File: config.mk
export PLATFORM = sky130hd
export DESIGN_NAME = serial_adder_ctrl_flat
export DESIGN_NICKNAME = d
export VERILOG_FILES = /design/src/rtl/serial_adder_ctrl_if.sv /design/src/rtl/serial_adder_ctrl.sv /design/src/flat_wrapper.sv
export SDC_FILE = /design/constraint.sdc
export NUM_CORES = 1
export LEC_CHECK = 0
export BUFFER_PORTS_ARGS = -buffer_cell sky130_fd_sc_hd__clkbuf_2
export CORE_ASPECT_RATIO = 2
export CORE_MARGIN = 2
export CORE_UTILIZATION = 50
export DETAILED_ROUTE_END_ITERATION = 8
export HOLD_SLACK_MARGIN = 0.08
export PLACE_DENSITY = 0.8
export SLEW_MARGIN = 15
export SYNTH_ARGS = -nofsm -noshare
export SYNTH_HDL_FRONTEND = slang
export SYNTH_SLANG_ARGS = --single-unit
File: constraint.sdc
create_clock -name clk -period 2.8 [get_ports clk]
set_clock_uncertainty 0.1 [all_clocks]
set_input_delay 0.7 -clock clk [delete_from_list [all_inputs] [get_ports clk]]
set_output_delay 0.7 -clock clk [all_outputs]
set_load 0.02 [all_outputs]
File: src/rtl/serial_adder_ctrl_if.sv
// Operand/result handshake bundle for serial_adder_ctrl.
// SERIAL_ADDER_SUB_EN adds the sub select.
interface serial_adder_ctrl_if #(
  parameter int WIDTH = 8
);
  logic             in_valid;
  logic             in_ready;
  logic [WIDTH-1:0] a;
  logic [WIDTH-1:0] b;
  logic             ci;
  logic             out_valid;
  logic             out_ready;
  logic [WIDTH-1:0] sum;
  logic             co;
  logic             ovf;
`ifdef SERIAL_ADDER_SUB_EN
  logic             sub;

  modport master (
    output in_valid, a, b, ci, sub, out_ready,
    input  in_ready, out_valid, sum, co, ovf
  );
  modport slave (
    input  in_valid, a, b, ci, sub, out_ready,
    output in_ready, out_valid, sum, co, ovf
  );
`else
  modport master (
    output in_valid, a, b, ci, out_ready,
    input  in_ready, out_valid, sum, co, ovf
  );
  modport slave (
    input  in_valid, a, b, ci, out_ready,
    output in_ready, out_valid, sum, co, ovf
  );
`endif
endinterface

File: src/rtl/serial_adder_ctrl.sv
// Bit-serial adder: one full-adder stage sequenced over WIDTH cycles.
// Define SERIAL_ADDER_SUB_EN to enable a-b via the sub select.
module serial_adder_ctrl #(
  parameter int WIDTH = 8
) (
  input  logic                clk,
  input  logic                rst,
  serial_adder_ctrl_if.slave  bus,
  output logic                busy
);
  localparam int CW = $clog2(WIDTH);

  typedef enum logic [1:0] {
    IDLE,
    RUN,
    DONE
  } state_t;

  state_t           state;
  logic [WIDTH-1:0] a_sr;
  logic [WIDTH-1:0] b_sr;
  logic [WIDTH-2:0] s_sr;
  logic [WIDTH-1:0] sum_q;
  logic [CW-1:0]    cnt;
  logic             carry;
  logic             co_q;
  logic             ovf_q;
  logic             ready_q;
  logic             valid_q;
  logic             busy_q;

  logic             fa_s;
  logic             fa_c;
  logic             last;
  logic [WIDTH-1:0] s_nxt;
  logic [WIDTH-1:0] b_ld;
  logic             c_ld;

  always_comb begin
    fa_s  = a_sr[0] ^ b_sr[0] ^ carry;
    fa_c  = (a_sr[0] & b_sr[0])
          | (a_sr[0] & carry)
          | (b_sr[0] & carry);
    last  = (cnt == CW'(WIDTH - 1));
    s_nxt = {fa_s, s_sr};
`ifdef SERIAL_ADDER_SUB_EN
    b_ld  = bus.sub ? ~bus.b : bus.b;
    c_ld  = bus.sub | bus.ci;
`else
    b_ld  = bus.b;
    c_ld  = bus.ci;
`endif
  end

  always_ff @(posedge clk) begin
    if (rst) begin
      state   <= IDLE;
      a_sr    <= '0;
      b_sr    <= '0;
      s_sr    <= '0;
      sum_q   <= '0;
      cnt     <= '0;
      carry   <= 1'b0;
      co_q    <= 1'b0;
      ovf_q   <= 1'b0;
      ready_q <= 1'b1;
      valid_q <= 1'b0;
      busy_q  <= 1'b0;
    end else begin
      unique case (state)
        IDLE: begin
          if (bus.in_valid) begin
            a_sr    <= bus.a;
            b_sr    <= b_ld;
            carry   <= c_ld;
            cnt     <= '0;
            ready_q <= 1'b0;
            busy_q  <= 1'b1;
            state   <= RUN;
          end
        end
        RUN: begin
          a_sr  <= a_sr >> 1;
          b_sr  <= b_sr >> 1;
          s_sr  <= s_nxt[WIDTH-1:1];
          carry <= fa_c;
          if (!last) begin
            cnt <= cnt + 1'b1;
          end else begin
            // carry still holds the carry into the MSB here
            sum_q   <= s_nxt;
            co_q    <= fa_c;
            ovf_q   <= carry ^ fa_c;
            valid_q <= 1'b1;
            state   <= DONE;
          end
        end
        DONE: begin
          if (bus.out_ready) begin
            valid_q <= 1'b0;
            busy_q  <= 1'b0;
            ready_q <= 1'b1;
            state   <= IDLE;
          end
        end
        default: state <= IDLE;
      endcase
    end
  end

  assign bus.in_ready  = ready_q & ~rst;
  assign bus.out_valid = valid_q;
  assign bus.sum       = sum_q;
  assign bus.co        = co_q;
  assign bus.ovf       = ovf_q;
  assign busy          = busy_q;
endmodule

File: src/flat_wrapper.sv
// flat-port wrapper written by rule: the top's interface ports become plain ports
module serial_adder_ctrl_flat 
#(
  parameter int WIDTH = 8
)
  (clk, rst, busy, bus_in_valid, bus_a, bus_b, bus_ci, bus_out_ready, bus_in_ready, bus_out_valid, bus_sum, bus_co, bus_ovf);
  serial_adder_ctrl_if #(.WIDTH(WIDTH)) bus_i ();
  input  logic clk;
  input  logic rst;
  output logic busy;
  input wire logic [$bits(bus_i.in_valid)-1:0] bus_in_valid;
  input wire logic [$bits(bus_i.a)-1:0] bus_a;
  input wire logic [$bits(bus_i.b)-1:0] bus_b;
  input wire logic [$bits(bus_i.ci)-1:0] bus_ci;
  input wire logic [$bits(bus_i.out_ready)-1:0] bus_out_ready;
  output wire logic [$bits(bus_i.in_ready)-1:0] bus_in_ready;
  output wire logic [$bits(bus_i.out_valid)-1:0] bus_out_valid;
  output wire logic [$bits(bus_i.sum)-1:0] bus_sum;
  output wire logic [$bits(bus_i.co)-1:0] bus_co;
  output wire logic [$bits(bus_i.ovf)-1:0] bus_ovf;
  assign bus_i.in_valid = bus_in_valid;
  assign bus_i.a = bus_a;
  assign bus_i.b = bus_b;
  assign bus_i.ci = bus_ci;
  assign bus_i.out_ready = bus_out_ready;
  assign bus_in_ready = bus_i.in_ready;
  assign bus_out_valid = bus_i.out_valid;
  assign bus_sum = bus_i.sum;
  assign bus_co = bus_i.co;
  assign bus_ovf = bus_i.ovf;
  serial_adder_ctrl #(.WIDTH(WIDTH)) u_core (.clk(clk), .rst(rst), .bus(bus_i), .busy(busy));
endmodule
==> flow_metrics.tcl <==
set metrics [dict create \
    detail-route-antenna-nets 0 \
    intPower_uw 948 \
    synth_seq_cells 42 \
    max_freq_mhz 540 \
    core.rowCount 30 \
    critPathMaxFanout 2 \
    power.share.sequential 0.523 \
    synth_fp_nets 211 \
    vias 1336 \
    wl_per_cell_um 11.6 \
    finalHoldViolCount 0 \
    yosysTopAreaCell "dfxtp_1" \
    cp-end-kind "output pin" \
    drc 0 \
    synth_area_leaders "dfxtp_1 (47%), mux2i_1 (12%), a211oi_1 (5.9%)" \
    cts_tree "yes" \
    synth_cells 187 \
    holdPathStages 2 \
    finalSetupViolations 0 \
    crit_path_frequent_cell "clkbuf_2" \
    synth_top_area_frac 0.469 \
    stdcell_count 264 \
    insertion_delay_ns 0.29 \
    ff2ff_path_depth 3 \
    drt_iter0_drc 17 \
    clkPwrFrac 0.377 \
    slew_violations 0 \
    ioPinCount 34 \
    routed_via_density 5.06 \
    place_inst 256 \
    yosysSeqAreaShare 0.469 \
    clock_path_buffers 2 \
    holdBufCountCts 0 \
    syn_avg_cell_area_sq_um 9.58 \
    drive_gt1_frac 0.227 \
    cellLeakagePower_uw 0.000849 \
    post-place-ws_ns 0.944 \
    rrSetupSlack_ns 0.97 \
    p_per_area_nw_per_um2 610 \
    timing.final.crit_share 0.661 \
    grt_overflow 0 \
    drv_cap 0 \
    p_total_uw 1240 \
    reg2reg_from "u_core.state[0]$_SDFFE_PP0P_" \
    grt_pass1_wl_mm 5.26 \
    swShare 0.236 \
    status "complete, no violations" \
    cp.required_ns 2.00 \
    fin_ws_ns 0.948 \
    diodes 0 \
    area_delta_synth_final_pct 13.5 \
    relSlewSlack 0.598 \
    cts_resized 0 \
    dpl.hpwl_mm 2.13 \
    die_w_um 46.3 \
    yosys.cell_types.count 31 \
    die_area_sq_um 4110 \
    gr-usage-all-layers 0.173 \
    cts_sinks 42 \
    critPathKind "input pin to output pin" \
    p_sw_uw 293 \
    grt_setup_unrepaired "no" \
    combPwrFrac 0.099 \
    cp_cell_sequence "clkbuf_2, nor2b_1, clkbuf_2" \
    worst_pin_slew_ns 0.603 \
    final_cell_area_sq_um 2030 \
    yosys_warnings 0 \
    core_area_sq_um 3420 \
    grt_max_degree 43 \
    hp-class "flip-flop to flip-flop" \
    io_buffers 33 \
    cts_buffers 5 \
    clk_pin_slew_worst_paths_ns 0.08 \
    htreeDepth 2 \
    dr.pass1.iters 4 \
    regToRegEndpoint "u_core.b_sr[6]$_SDFFE_PP0P_" \
    syn_area_sq_um 1790 \
    placed_area_sq_um 1930 \
    hold_path_end "u_core.bus.sum[6]$_SDFFE_PP0P_" \
    finalCriticalPeriod_ns 1.85 \
    critPathArrivalTime_ns 1.05 \
    start_kind "input pin" \
    path_buf_inv 2 \
    gp_congestion 0.744 \
    start_util 0.525 \
    slowest_stage "clkbuf_2" \
    final_net_count 239 \
    routed_wl_mm 3.05 \
    cts-root-buf "clkbuf_8" \
    min_from "u_core.bus.sum[6]$_SDFFE_PP0P_" \
    antenna_found_initial 0 \
    post_cts_buffers 0 \
    dieHeight_um 88.7 \
    ir_worst_vdd_uv 422 \
    tns_ns 0 \
    critPathMaxStageDelay_ns 0.17 \
    grt_pass1_vias 1296 \
    crit_family "buffers and inverters" \
]
==> power groups by stage <==
stage | logic [uW] | registers [uW] | clock network (uW)
final | 123 | 649 | 468
after global routing | 137 | 654 | 499
after CTS | 125 | 649 | 473
after detailed placement | 124 | 663 | 0
after global placement | 122 | 662 | 0
after floorplan | 105 | 656 | 0
==> cells in the mapped netlist <==
| master | number |
|---|---|
| fa_1 | 1 |
| nand2b_1 | 2 |
| ha_1 | 2 |
| mux2i_1 | 22 |
| nor3_1 | 1 |
| o21ba_2 | 1 |
| nor4b_1 | 1 |
| a211oi_1 | 14 |
| a21oi_1 | 16 |
| nor2_1 | 28 |
| o21bai_1 | 3 |
| and2_1 | 1 |
| and3b_2 | 1 |
| buf_6 | 4 |
| nand2_1 | 23 |
| inv_1 | 1 |
| nor2b_1 | 2 |
| buf_4 | 3 |
| clkbuf_1 | 5 |
| a21o_1 | 1 |
| buf_8 | 1 |
| nand3b_2 | 1 |
| buf_2 | 1 |
| a22oi_1 | 2 |
| and2b_1 | 1 |
| a211oi_2 | 2 |
| a32oi_1 | 2 |
| nor3b_2 | 1 |
| xnor2_1 | 1 |
| a31oi_1 | 1 |
| dfxtp_1 | 42 |
==> kinds of logic after synthesis <==
group | Yosys count | share of synthesized area
AND/OR/NAND/NOR | 62 | 0.155
XOR/XNOR | 1 | 0.00489
flip-flops | 42 | 0.469
AO/OA/AOI/OAI | 42 | 0.161
adder cells (fa/ha/maj) | 3 | 0.0251
multiplexers | 22 | 0.123
buffers and inverters | 15 | 0.0614
==> layer usage <==
metal / up-vias / track usage / part of all wire
met4: 0 / 0.0805 / 0.020
met3: 6 / 0.0469 / 0.039
met5: - / 0 / 0
met2: 24 / 0.306 / 0.52
met1: 604 / 0.178 / 0.42
li1: 702 / - / -
==> worst max-delay path by stage <==
stage	endpoint	depth (start not counted)	from	slack, ns
global placement	bus_in_ready	3	rst	0.95
global route	u_core.a_sr[1]$_SDFFE_PP0P_	3	u_core.state[0]$_SDFFE_PP0P_	0.75
CTS	bus_in_ready	3	rst	0.94
detailed placement	bus_in_ready	3	rst	0.94
finish	bus_in_ready	3	rst	0.95
floorplan	bus_in_ready	2	rst	0.84
==> stage by stage <==
step                      hold slack, ns  utilization
final                              0.354        0.596
after detailed placement           0.346        0.564
after CTS                          0.357        0.596
after global placement             0.342        0.564
after global routing               0.377        0.596
after floorplan                    0.331            -
==> cell type report <==
type                            count  area [sq um]
Timing Repair Buffer               35           180
Sequential cell                    42           841
Multi-Input combinational cell    130           841
Tap cell                           48          60.1
Inverter                            1          3.75
Clock buffer                        5          68.8
Fill cell                         310          1380
Clock inverter                      3          40.0
==> worst reg2reg max path, cell delays in order, from the launching register on <==
cell	delay (ns)
dfxtp_1	0.71
o21ba_2	0.61
nor2_1	0.10
a211oi_1	0.22
==> state kept, by name, indices dropped and copies added, names as in the netlist <==
register              count
u_core.carry              1
u_core.state              2
u_core.bus.ovf            1
u_core.b_sr               8
u_core.bus.out_valid      1
u_core.cnt                3
u_core.s_sr               7
u_core.busy               1
u_core.a_sr               8
u_core.ready_q            1
u_core.bus.sum            8
u_core.bus.co             1
==> layout by cell type, fill, tap and decap left out, types with 2 or more instances in the layout <==
master / instances
mux2i_1: 22
clkbuf_8: 5
a21oi_1: 16
buf_4: 2
o21bai_1: 3
clkbuf_2: 33
a22oi_1: 2
dfxtp_1: 42
a32oi_1: 2
nor2_1: 28
clkinv_2: 2
nand2_1: 23
nor2b_1: 2
ha_1: 2
nand2b_1: 2
a211oi_1: 14
a211oi_2: 2
No activity file was read; power rests on OpenSTA's default activity.
